[src/rtl/seq_det_sched.sv]
// Round-robin scheduler sharing one bit-serial 4-bit pattern detector between
// two parallel-word requesters; reports match count and requester ID per word.
module seq_det_sched #(
  parameter int unsigned W     = 8,
  parameter int unsigned CNT_W = 4
) (
  input  logic             clk,
  input  logic             rst,
  input  logic             req0_valid,
  input  logic [W-1:0]     req0_data,
  output logic             req0_ready,
  input  logic             req1_valid,
  input  logic [W-1:0]     req1_data,
  output logic             req1_ready,
  input  logic [3:0]       cfg_pattern,
  input  logic             cfg_overlap,
  output logic             busy,
  output logic             bit_valid,
  output logic             bit_out,
  output logic             match,
  output logic             done_valid,
  output logic             done_id,
  output logic [CNT_W-1:0] done_count
);

  localparam int unsigned IDX_W = (W > 1) ? $clog2(W) : 1;
  localparam logic [CNT_W-1:0] CNT_MAX = '1;

  typedef enum logic [1:0] {IDLE, SHIFT, DONE} state_t;

  state_t           state, state_nxt;
  logic             rr_last;
  logic             grant_id;
  logic             accept;
  logic [W-1:0]     sreg;
  logic             cur_id;
  logic [3:0]       pat;
  logic             ovl;
  logic [2:0]       hist;
  logic [2:0]       fill;
  logic [CNT_W-1:0] cnt;
  logic [IDX_W-1:0] bit_idx;

  logic             cur_bit;
  logic [3:0]       hist_nxt;
  logic [2:0]       fill_inc;
  logic [2:0]       fill_nxt;
  logic             hit;
  logic [CNT_W-1:0] cnt_nxt;
  logic             last_bit;

  // State register
  always_ff @(posedge clk or negedge rst) begin
    if (!rst) state <= IDLE;
    else      state <= state_nxt;
  end

  // Arbitration and next-state; only the oldest-loser wins a tie
  always_comb begin
    state_nxt  = state;
    req0_ready = 1'b0;
    req1_ready = 1'b0;
    accept     = 1'b0;
    grant_id   = (req0_valid && req1_valid) ? ~rr_last : req1_valid;
    case (state)
      IDLE: begin
        req0_ready = req0_valid && !grant_id;
        req1_ready = req1_valid && grant_id;
        accept     = req0_ready || req1_ready;
        if (accept) state_nxt = SHIFT;
      end
      SHIFT: if (last_bit) state_nxt = DONE;
      DONE:  state_nxt = IDLE;
      default: state_nxt = IDLE;
    endcase
  end

  // Detector step for the bit currently at the head of the shift register
  always_comb begin
    cur_bit  = sreg[W-1];
    hist_nxt = {hist, cur_bit};
    fill_inc = (fill == 3'd4) ? 3'd4 : fill + 3'd1;
    hit      = (fill_inc == 3'd4) && (hist_nxt == pat);
    fill_nxt = (hit && !ovl) ? 3'd0 : fill_inc;
    cnt_nxt  = (hit && (cnt != CNT_MAX)) ? cnt + CNT_W'(1) : cnt;
    last_bit = (bit_idx == IDX_W'(W - 1));
  end

  // Datapath and registered outputs
  always_ff @(posedge clk or negedge rst) begin
    if (!rst) begin
      rr_last    <= 1'b1;
      sreg       <= '0;
      cur_id     <= 1'b0;
      pat        <= '0;
      ovl        <= 1'b0;
      hist       <= '0;
      fill       <= '0;
      cnt        <= '0;
      bit_idx    <= '0;
      busy       <= 1'b0;
      bit_valid  <= 1'b0;
      bit_out    <= 1'b0;
      match      <= 1'b0;
      done_valid <= 1'b0;
      done_id    <= 1'b0;
      done_count <= '0;
    end else begin
      busy       <= (state_nxt != IDLE);
      bit_valid  <= 1'b0;
      bit_out    <= 1'b0;
      match      <= 1'b0;
      done_valid <= 1'b0;
      if (accept) begin
        sreg    <= grant_id ? req1_data : req0_data;
        cur_id  <= grant_id;
        rr_last <= grant_id;
        pat     <= cfg_pattern;
        ovl     <= cfg_overlap;
        hist    <= '0;
        fill    <= '0;
        cnt     <= '0;
        bit_idx <= '0;
      end else if (state == SHIFT) begin
        sreg      <= {sreg[W-2:0], 1'b0};
        hist      <= hist_nxt[2:0];
        fill      <= fill_nxt;
        cnt       <= cnt_nxt;
        bit_idx   <= bit_idx + IDX_W'(1);
        bit_valid <= 1'b1;
        bit_out   <= cur_bit;
        match     <= hit;
        if (last_bit) begin
          done_valid <= 1'b1;
          done_id    <= cur_id;
          done_count <= cnt_nxt;
        end
      end
    end
  end

endmodule

[config.mk]
export PLATFORM = sky130hd
export DESIGN_NAME = seq_det_sched
export DESIGN_NICKNAME = d
export VERILOG_FILES = /design/src/rtl/seq_det_sched.sv
export SDC_FILE = /design/constraint.sdc
export NUM_CORES = 1
export LEC_CHECK = 0
export CAP_MARGIN = 20
export CORE_ASPECT_RATIO = 0.8
export CORE_UTILIZATION = 46
export DETAILED_ROUTE_END_ITERATION = 7
export PLACE_DENSITY = 0.75
export RECOVER_POWER = 100
export SYNTH_ARGS = -nofsm -noshare
export SYNTH_HDL_FRONTEND = slang
export SYNTH_SLANG_ARGS = --single-unit
[constraint.sdc]
create_clock -name clk -period 2.3 [get_ports clk]
set_input_delay 0.69 -clock clk [delete_from_list [all_inputs] [get_ports clk]]
set_output_delay 0.69 -clock clk [all_outputs]
set_load 0.01 [all_outputs]
==> impl_metrics.toml <==
[status]
status = "finished clean"

[power]
peakVddDrop_v = 0.000549
clkPwrFrac = 0.178
p_int_w = 0.00191
seqPwrFrac = 0.387
p_per_area_nw_per_um2 = 1270
p_sw_w = 0.00122
leakage_nw = 1.15
p_comb_frac = 0.435
p_sw_frac = 0.390

[setup_path]
crit_arrival_ns = 1.45
startpoint_type = "input pin"
cp_max_fo = 2
critPathRequiredTime_ns = 1.61
path_class = "input pin to output port"
worst_setup_path_end_kind = "output port"

[detailed_routing]
drt_wl_total_mm = 3.90
drtIter0Drc = 111
wire_per_inst_um = 13.0
drc = 0
ant_nets = 0
dr_total_vias = 1585
via_per_inst = 5.30
first_pass_iters = 4

[floorplanning]
dieHeight_um = 59.7
rows = 20
ioPinCount = 37
die-area_um2 = 4420
start_util = 0.493
die_w_um = 74.1
core_um2 = 3880

[final_layout]
syn_to_final_growth_pct = 29.3
antenna_cells = 0
mostFrequentLayoutCells = "nand2_1 (48), dfrtp_1 (39), clkdlybuf4s50_1 (21), o21ai_0 (14), a31oi_1 (11)"
drive_gt1_frac = 0.0902
final_common_cell = "nand2_1"
fillers = 349
fin_nets = 273
fin_cells = 299

[clock_network]
worst_skew_pair.late_latency_ns = 0.29
cts_root_buffer = "clkbuf_8"
postCtsSetupBuffers = 0
cts_tree = "built"
numCtsBuffers = 5
clock_sinks = 40
clkTransAtPathRegs_ns = 0.07
cts_hold_buffers = 0
cts_buffer_depth = 2
htreeDepth = 2

[placement]
io_buffers = 36
gp_congestion = 0.764
place_inst = 291
dp_hpwl_mm = 2.69

[synthesis]
synthArstFlopShare = 1.00
syn_area_um2 = 1910
synth_edf_count = 0
yosysSeqAreaShare = 0.524
synth_seq_cells = 40
ys.flop_type = "dfrtp_1"
synthDistinctLibCells = 38
synthCells = 200
syn_avg_cell_area_um2 = 9.57
yosysWarnings = 0
syn_nets = 230

[min_path]
hp-class = "flip-flop to flip-flop"

[sta]
finalSetupTns_ns = 0
final_hold_viol_count = 0
fmax_mhz = 466
final.period_utilization = 0.932
fin_worst_skew_ns = 0.00838
min_period_ns = 2.14
slew_headroom = 0.366
max_slew.worst_pin.slew_ns = 0.951
slew_violations = 0
setup_viol = 0
rsz0062_at_grt = "false"

[flow_run]
drv_cap = 0

[grt]
grt_overflow_total = 0
antenna_found_initial = 0
grt_pass1_wl_mm = 6.67
track_usage = 0.202
grt_max_degree = 41
grt_pass1_vias = 1443
==> routing by layer <==
layer | global-route usage | part of all wire
met5 | 0 | 0
met4 | 0.0714 | 0.016
met3 | 0.0455 | 0.043
met2 | 0.295 | 0.44
met1 | 0.295 | 0.50
==> path summary, 6_finish.rpt <==
path                             from            end  slack (ns)  depth (start not counted)
max in group asynchronous         rst         cnt[0]        1.09                          2
hold / removal                 cur_id        done_id        0.47                          2
setup / recovery           req1_valid     req0_ready        0.16                          5
min in group asynchronous         rst  done_count[3]        0.62                          2
hold reg to reg                cur_id        done_id        0.47                          2
setup reg to reg              fill[0]  done_count[0]        0.22                          6
==> worst max-delay path: stages <==
cell and delay [ns]:
dlygate4sd2_1 0.24, a21boi_2 0.15, clkbuf_4 0.13, nor2_1 0.08, clkbuf_1 0.16
==> flip-flops by register name (all words and copies together), names as in the netlist <==
register and cells:
bit_idx 3, bit_out 1, bit_valid 1, busy 1
cnt 4, cur_id 1, done_count 4, done_id 1
done_valid 1, fill 3, hist 3, match 1
ovl 1, pat 4, rr_last 1, sreg 8
state 2
==> kinds of logic after synthesis <==
family,after synthesis,share of synthesized area
flops,40,0.524
xor+xnor,4,0.0183
fa+ha+maj,5,0.0327
buf+inv,14,0.0275
mux,1,0.00523
compound gates,51,0.182
simple gates,85,0.210
==> power by group through the flow <==
stage / clock, W / sequential [W] / combinational, W
floorplan: 0 / 0.00122 / 0.000929
global placement: 0 / 0.00121 / 0.00140
detailed placement: 0 / 0.00123 / 0.00143
CTS: 0.000578 / 0.00122 / 0.00144
global route: 0.000604 / 0.00125 / 0.00156
finish: 0.000558 / 0.00122 / 0.00136
==> synth_stat cells, types with 2 or more instances <==
library cell | instances | share of area
ha_1 | 5 | 0.033
and2_1 | 2 | 0.0065
clkbuf_1 | 8 | 0.016
inv_1 | 5 | 0.0098
a41oi_1 | 4 | 0.018
a21o_1 | 2 | 0.0078
or4_4 | 2 | 0.012
nand3_1 | 6 | 0.016
nor2_1 | 8 | 0.016
nor2b_1 | 7 | 0.023
xor2_1 | 4 | 0.018
a211oi_1 | 9 | 0.035
nand2_1 | 48 | 0.094
a41o_1 | 2 | 0.010
a31oi_1 | 11 | 0.036
dfrtp_1 | 39 | 0.51
o21ai_0 | 14 | 0.037
and3_1 | 4 | 0.013
==> what timing repair did <==
item,in CTS,in global routing
endpoints found under the hold margin,0,0
endpoints found under the setup margin,2,2
pin swaps,1,0
resized for setup,12,1
==> per-stage QoR <==
step	total power, W	cell area (um^2)	hold slack (ns)	util	worst slack (ns)
finish	0.00314	2470	0.471	0.638	0.156
global route	0.00342	2470	0.508	0.638	0.0884
CTS	0.00324	2500	0.464	0.644	0.0116
detailed placement	0.00266	2390	0.462	0.615	-0.508
global placement	0.00262	2390	0.457	0.615	-0.487
floorplan	0.00215	1910	0.394	-	0.0659
==> final cells by class <==
| class | instances | area [um^2] | share of cell area |
|---|---|---|---|
| tap | 55 | 68.8 | 0.0278 |
| inverter | 5 | 18.8 | 0.00759 |
| timing repair buffer | 45 | 422 | 0.170 |
| multi-input combinational | 146 | 855 | 0.345 |
| clock inverter | 2 | 35.0 | 0.0142 |
| clock buffer | 6 | 72.6 | 0.0293 |
| sequential | 40 | 1000 | 0.405 |
Power figures use the tool's default switching activity.
